<file path="src/rtl/instr_fetch_ctrl_pkg.sv">
// Shared definitions for the instruction fetch controller: FSM state encodings
// and the instruction-word constants used when screening fetched words.
package instr_fetch_ctrl_pkg;

  typedef enum logic [1:0] {
    FETCH_ST_IDLE  = 2'd0,
    FETCH_ST_BOOT  = 2'd1,
    FETCH_ST_FETCH = 2'd2,
    FETCH_ST_HALT  = 2'd3
  } fetch_state_e;

  localparam int unsigned INSTR_WIDTH   = 32;
  localparam logic [31:0] INSTR_INVALID = 32'h0000_0000;

  // An all-zero word is reserved as the invalid opcode.
  function automatic logic is_invalid_op(input logic [INSTR_WIDTH-1:0] word);
    return (word == INSTR_INVALID);
  endfunction

endpackage

</file>
<file path="src/rtl/instr_fetch_ctrl.sv">
// Boot loader / instruction fetch sequencer owning the program memory port.
// Optional build macro HALT_ON_ZERO_EN: a fetched all-zero word halts the core.
module instr_fetch_ctrl
  import instr_fetch_ctrl_pkg::*;
#(
  parameter int unsigned         PC_WIDTH = 12,
  parameter logic [PC_WIDTH-1:0] RESET_PC = '0
) (
  input  logic                clk,
  input  logic                rst,
  input  logic                boot_start,
  input  logic                run_start,
  input  logic                boot_valid,
  input  logic [31:0]         boot_data,
  input  logic                boot_last,
  output logic                boot_ready,
  output logic                mem_w_en,
  output logic [PC_WIDTH-1:0] mem_addr,
  output logic [31:0]         mem_wdata,
  input  logic [31:0]         mem_rdata,
  input  logic                redirect_valid,
  input  logic [PC_WIDTH-1:0] redirect_pc,
  output logic                instr_valid,
  input  logic                instr_ready,
  output logic [31:0]         instr_data,
  output logic [PC_WIDTH-1:0] instr_pc,
  output logic                halted,
  output logic [PC_WIDTH-1:0] boot_count
);

`ifdef HALT_ON_ZERO_EN
  localparam bit HaltOnZero = 1'b1;
`else
  localparam bit HaltOnZero = 1'b0;
`endif

  localparam logic [PC_WIDTH-1:0] PcOne = {{(PC_WIDTH-1){1'b0}}, 1'b1};
  localparam logic [PC_WIDTH-1:0] PcMax = {PC_WIDTH{1'b1}};

  fetch_state_e        state_q, state_d;
  logic [PC_WIDTH-1:0] pc_q, pc_d;
  logic [PC_WIDTH-1:0] load_ptr_q, load_ptr_d;
  logic [PC_WIDTH-1:0] boot_count_q, boot_count_d;
  logic                instr_valid_q, instr_valid_d;
  logic [31:0]         instr_data_q, instr_data_d;
  logic [PC_WIDTH-1:0] instr_pc_q, instr_pc_d;
  logic                in_boot_s;

  assign in_boot_s  = (state_q == FETCH_ST_BOOT);
  assign boot_ready = in_boot_s;
  assign mem_w_en   = in_boot_s & boot_valid;
  assign mem_addr   = in_boot_s ? load_ptr_q : pc_q;
  assign mem_wdata  = boot_data;
  assign halted     = (state_q == FETCH_ST_HALT);

  assign instr_valid = instr_valid_q;
  assign instr_data  = instr_data_q;
  assign instr_pc    = instr_pc_q;
  assign boot_count  = boot_count_q;

  // Next-state logic for the sequencer, load pointer and decode output slot.
  always_comb begin
    state_d       = state_q;
    pc_d          = pc_q;
    load_ptr_d    = load_ptr_q;
    boot_count_d  = boot_count_q;
    instr_valid_d = instr_valid_q;
    instr_data_d  = instr_data_q;
    instr_pc_d    = instr_pc_q;

    case (state_q)
      FETCH_ST_IDLE, FETCH_ST_HALT: begin
        if (instr_valid_q && instr_ready) begin
          instr_valid_d = 1'b0;
        end else begin
          instr_valid_d = instr_valid_q;
        end
        // Boot wins over run; a reboot drops any instruction still on offer.
        if (boot_start) begin
          state_d       = FETCH_ST_BOOT;
          load_ptr_d    = '0;
          boot_count_d  = '0;
          instr_valid_d = 1'b0;
        end else if (run_start) begin
          state_d = FETCH_ST_FETCH;
          pc_d    = RESET_PC;
        end else begin
          state_d = state_q;
        end
      end

      FETCH_ST_BOOT: begin
        if (boot_valid) begin
          load_ptr_d = load_ptr_q + PcOne;
          if (boot_count_q != PcMax) begin
            boot_count_d = boot_count_q + PcOne;
          end else begin
            boot_count_d = boot_count_q;
          end
          // The last memory word ends the boot even without boot_last.
          if (boot_last || (load_ptr_q == PcMax)) begin
            state_d = FETCH_ST_IDLE;
          end else begin
            state_d = FETCH_ST_BOOT;
          end
        end else begin
          state_d = FETCH_ST_BOOT;
        end
      end

      FETCH_ST_FETCH: begin
        if (redirect_valid) begin
          instr_valid_d = 1'b0;
          pc_d          = redirect_pc;
        end else if (!instr_valid_q || instr_ready) begin
          if (HaltOnZero && is_invalid_op(mem_rdata)) begin
            instr_valid_d = 1'b0;
            state_d       = FETCH_ST_HALT;
          end else begin
            instr_data_d  = mem_rdata;
            instr_pc_d    = pc_q;
            instr_valid_d = 1'b1;
            pc_d          = pc_q + PcOne;
          end
        end else begin
          instr_valid_d = instr_valid_q;
        end
      end

      default: begin
        state_d = FETCH_ST_IDLE;
      end
    endcase
  end

  // State and output registers with synchronous reset.
  always_ff @(posedge clk) begin
    if (rst) begin
      state_q       <= FETCH_ST_IDLE;
      pc_q          <= RESET_PC;
      load_ptr_q    <= '0;
      boot_count_q  <= '0;
      instr_valid_q <= 1'b0;
      instr_data_q  <= '0;
      instr_pc_q    <= '0;
    end else begin
      state_q       <= state_d;
      pc_q          <= pc_d;
      load_ptr_q    <= load_ptr_d;
      boot_count_q  <= boot_count_d;
      instr_valid_q <= instr_valid_d;
      instr_data_q  <= instr_data_d;
      instr_pc_q    <= instr_pc_d;
    end
  end

endmodule

</file>
<file path="config.mk">
export PLATFORM = sky130hd
export DESIGN_NAME = instr_fetch_ctrl
export DESIGN_NICKNAME = d
export VERILOG_FILES = /design/src/rtl/instr_fetch_ctrl_pkg.sv /design/src/rtl/instr_fetch_ctrl.sv
export SDC_FILE = /design/constraint.sdc
export NUM_CORES = 1
export LEC_CHECK = 0
export CAP_MARGIN = 40
export CORE_ASPECT_RATIO = 0.75
export CORE_MARGIN = 8
export CORE_UTILIZATION = 38
export CTS_CLUSTER_DIAMETER = 80
export CTS_CLUSTER_SIZE = 20
export DETAILED_ROUTE_END_ITERATION = 12
export HOLD_SLACK_MARGIN = 0.1
export PLACE_DENSITY_LB_ADDON = 0.25
export SLEW_MARGIN = 20
export SYNTH_ARGS = -nofsm -noshare
export SYNTH_HDL_FRONTEND = slang
export SYNTH_SLANG_ARGS = --single-unit
</file>
<file path="constraint.sdc">
create_clock -name clk -period 2.2 [get_ports clk]
set_input_delay 0.33 -clock clk [delete_from_list [all_inputs] [get_ports clk]]
set_output_delay 0.33 -clock clk [all_outputs]
set_load 0.02 [all_outputs]
</file>
==> impl_metrics.sql <==
INSERT INTO impl_metrics (metric_group, metric, value, unit) VALUES
('status', 'run_status', 'finished, final reports clean', ''),
('timing', 'whs', '287', 'ps'),
('clock_network', 'clock_tree_from_tritoncts', 'done', ''),
('timing', 'skew', '7.08', 'ps'),
('die', 'floorplan.initialDensity', '38.4', '%'),
('place', 'placed_cells_incl_taps', '731', ''),
('die', 'fp.dieW', '136', 'um'),
('die', 'floorplan.core_area', '10700', 'um2'),
('power', 'leakage', '1.97', 'nW'),
('logic_synthesis', 'yosys_warnings', '0', ''),
('layout', 'areaGrowthSynthToFinish', '37.8', '%'),
('setup_path', 'setup.worst_path.end_class', 'output port', ''),
('detailed_routing', 'vias_per_cell', '5.31', ''),
('clock_network', 'clk_root_buffer_cell', 'clkbuf_16', ''),
('global_routing', 'number_of_antenna_violations_at_the_first_check_in_global_routing', '0', ''),
('die', 'die_h', '106', 'um'),
('logic_synthesis', 'number_of_enable_flip_flop_cells_after_synthesis', '0', ''),
('timing', 'setup_repair_after_global_routing_missed_its_margin', 'false', ''),
('die', 'io-pin-count', '188', ''),
('logic_synthesis', 'syn-num-nets', '603', ''),
('layout', 'finish.cell_count_without_fillers', '747', ''),
('place', 'placement.io_buffers', '123', ''),
('timing', 'max_clock_freq', '471', 'MHz'),
('die', 'floorplan.rows', '33', ''),
('global_routing', 'global_route_wire_length_before_repair', '19100', 'um'),
('logic_synthesis', 'synth_ff_type', 'dfxtp_1', ''),
('die', 'full_die_area', '14500', 'um2'),
('logic_synthesis', 'asyncSetResetFlopFracSynth', '0', '%'),
('detailed_routing', 'dr.first_iter.drc_count', '290', ''),
('logic_synthesis', 'netlist_instances', '512', ''),
('global_routing', 'overflow', '0', ''),
('timing', 'timing_worst_slew_pin_value', '469', 'ps'),
('logic_synthesis', 'yosysSeqAreaShare', '40.4', '%'),
('timing', 'setup_viol', '0', ''),
('setup_path', 'critPathMaxFanout', '13', ''),
('layout', 'layout.cells.most_common', 'clkdlybuf4s50_1', ''),
('logic_synthesis', 'syn_avg_cell_area', '8.04', 'um2'),
('detailed_routing', 'num_vias', '3966', ''),
('layout', 'fin_area', '5670', 'um2'),
('detailed_routing', 'detail-route-antenna-nets', '0', ''),
('clock_network', 'number_of_sinks_driven_by_the_clock_tree', '83', ''),
('setup_path', 'worstSetupPathType', 'flop to output port', ''),
('setup_path', 'crit_path_start_kind', 'flop', ''),
('setup_path', 'cells_traversed_along_the_worst_timing_path', 'inv_1 -> ha_4 -> buf_12 -> mux2_2 -> dlygate4sd2_1', ''),
('layout', 'layout_cells_sized_above_1', '9.39', '%'),
('timing', 'finalCriticalPeriod', '2120', 'ps'),
('logic_synthesis', 'number_of_distinct_library_cells_after_synthesis', '49', ''),
('logic_synthesis', 'yosys_register_bits', '83', ''),
('clock_network', 'cts_buffers', '9', ''),
('setup_path', 'crit_required', '1870', 'ps'),
('setup_path', 'largest_stage_delay_worst_path', '350', 'ps'),
('clock_network', 'path_clk_slew', '60', 'ps'),
('clock_network', 'later_pin_clock_latency_in_the_skew_report', '330', 'ps'),
('power', 'power', '3.73', 'mW'),
('detailed_routing', 'drt_first_pass_iters', '5', ''),
('detailed_routing', 'drc', '0', ''),
('worst_hold_path', 'hp-class', 'primary input to flop', ''),
('power', 'vdd_ir_drop_max', '0.000320', 'V'),
('layout', 'fin_nets', '694', ''),
('timing', 'slew_headroom', '68.5', '%'),
('layout', 'diodes', '0', ''),
('logic_synthesis', 'synthesis.area', '4120', 'um2'),
('timing', 'finalHoldViolCount', '0', ''),
('place', 'dp.final_hpwl', '8970', 'um'),
('clock_network', 'cts.path.max_buffers', '2', ''),
('global_routing', 'globalRouteTotalUtil', '16.4', '%'),
('detailed_routing', 'wirelength', '12200', 'um'),
('setup_path', 'critical-path-slowest-cell', 'dfxtp_2', ''),
('detailed_routing', 'routedWlPerCell', '16.4', 'um'),
('clock_network', 'h-tree-depth', '3', ''),
('global_routing', 'first_global_vias', '3643', ''),
('place', 'placement.cell_area', '5360', 'um2'),
('timing', 'maxSlewViolCount', '0', ''),
('layout', 'layout.cells.most_common_list', 'clkdlybuf4s50_1, nand2_1, dfxtp_1', ''),
('clock_network', 'postCtsHoldBufs', '0', ''),
('clock_network', 'post-cts-setup-buffers', '0', ''),
('global_routing', 'grt_max_degree', '45', ''),
('power', 'power.density', '658', 'nW/um2'),
('setup_path', 'critPathArrivalTime', '1790', 'ps'),
('flow_run', 'drv_cap', '0', ''),
('timing', 'final_min_period_over_clock_period', '96.6', '%'),
('place', 'globalplace.congestion', '0.816', '');
path summary, 6_finish.rpt:
check,depth (start not counted),end,startpoint,slack (ps)
min reg2reg,2,instr_data[6]$_SDFFE_PP0P_,instr_data[6]$_SDFFE_PP0P_,450
min,2,boot_count[0]$_SDFFE_PP0P_,rst,290
max,5,mem_addr[6],state_q[1]$_SDFFE_PP0P_,80
max reg2reg,6,load_ptr_q[9]$_SDFFE_PP0P_,state_q[0]$_SDFFE_PP0P_,100
where the power goes:
group	leakage [nW]	switching, mW	internal [mW]
Clock	0.136	0.576	0.871
Sequential	0.670	0.0350	1.54
Combinational	1.17	0.353	0.358
cell families (layout without fill, tap and decap cells):
| family | after synthesis | after routing | synth area share, % |
|---|---|---|---|
| AO/OA/AOI/OAI | 127 | 127 | 19.3 |
| XOR/XNOR | 4 | 4 | 0.851 |
| adder cells (fa/ha/maj) | 7 | 7 | 2.13 |
| buffers and inverters | 77 | 172 | 10.4 |
| flip-flops | 83 | 83 | 40.4 |
| multiplexers | 15 | 15 | 3.98 |
| AND/OR/NAND/NOR | 199 | 199 | 23.0 |
through the flow:
| step | setup TNS (ps) | setup WS [ps] | utilization (%) |
|---|---|---|---|
| 5_1_grt | 0 | 4.14 | 52.8 |
| 4_1_cts | 0 | 54.6 | 52.5 |
| 3_5_place_dp | -179 | -60.1 | 49.9 |
| 2_1_floorplan | 0 | 28.7 | - |
| 3_3_place_gp | -791 | -117 | 49.9 |
| 6_report | 0 | 75.8 | 52.8 |
cell type report:
type / instances / area (um2)
timing repair buffer: 143 / 1440
inverter: 14 / 52.6
sequential: 83 / 1660
clock buffer: 12 / 236
fill: 1010 / 5060
tap: 140 / 175
clock inverter: 3 / 40.0
multi-input combinational: 352 / 2070
flip-flops by register name, summed over array words and instances, names as in the netlist:
name	count
boot_count	12
instr_data	32
instr_pc	12
instr_valid	1
load_ptr_q	12
pc_q	12
state_q	2
synth_stat cells (2+ instances only):
library cell	instances	area (um2)
a211oi_1	2	15.0
a21oi_1	66	330
a22o_1	14	123
a31oi_1	2	12.5
and3_1	3	18.8
buf_1	3	11.3
buf_2	2	10.0
buf_4	32	240
buf_6	2	22.5
clkbuf_1	24	90.1
dfxtp_1	83	1660
ha_1	7	87.6
inv_1	14	52.6
mux2_2	11	124
mux2i_1	4	40.0
nand2_1	106	398
nand2b_1	11	68.8
nand3_1	12	60.1
nand4_1	7	43.8
nor2_1	20	75.1
nor2b_1	3	18.8
nor3_1	4	20.0
nor4_1	8	50.1
nor4bb_1	2	20.0
o21ai_0	7	35.0
o22a_1	2	17.5
o22ai_1	9	56.3
o31ai_1	12	90.1
o41ai_1	3	26.3
or2_2	3	18.8
or3_1	4	25.0
or4_1	11	82.6
xnor2_1	2	17.5
xor2_1	2	17.5
worst max-delay path, delay by kind of cell (launching register included):
family	cells	cell delay, ps
fa+ha+maj	1	190
flops	1	350
mux	1	340
buf+inv	3	580
what timing repair did:
action | 4_1_cts | 5_1_grt
setup endpoints to repair | 14 | 7
cloned | 0 | 0
resized for setup | 14 | 5
layer usage:
layer | wire (um) | track usage [%] | up-vias | part of all wire [%]
met1 | 5470 | 20.6 | 1865 | 45
met3 | 778 | 4.76 | 23 | 6.4
met2 | 5800 | 26.0 | 118 | 47
met4 | 195 | 6.02 | 0 | 1.6
li1 | - | - | 1960 | -
met5 | 0 | 0 | - | 0
Note: power is estimated with default switching activity, not from simulation.
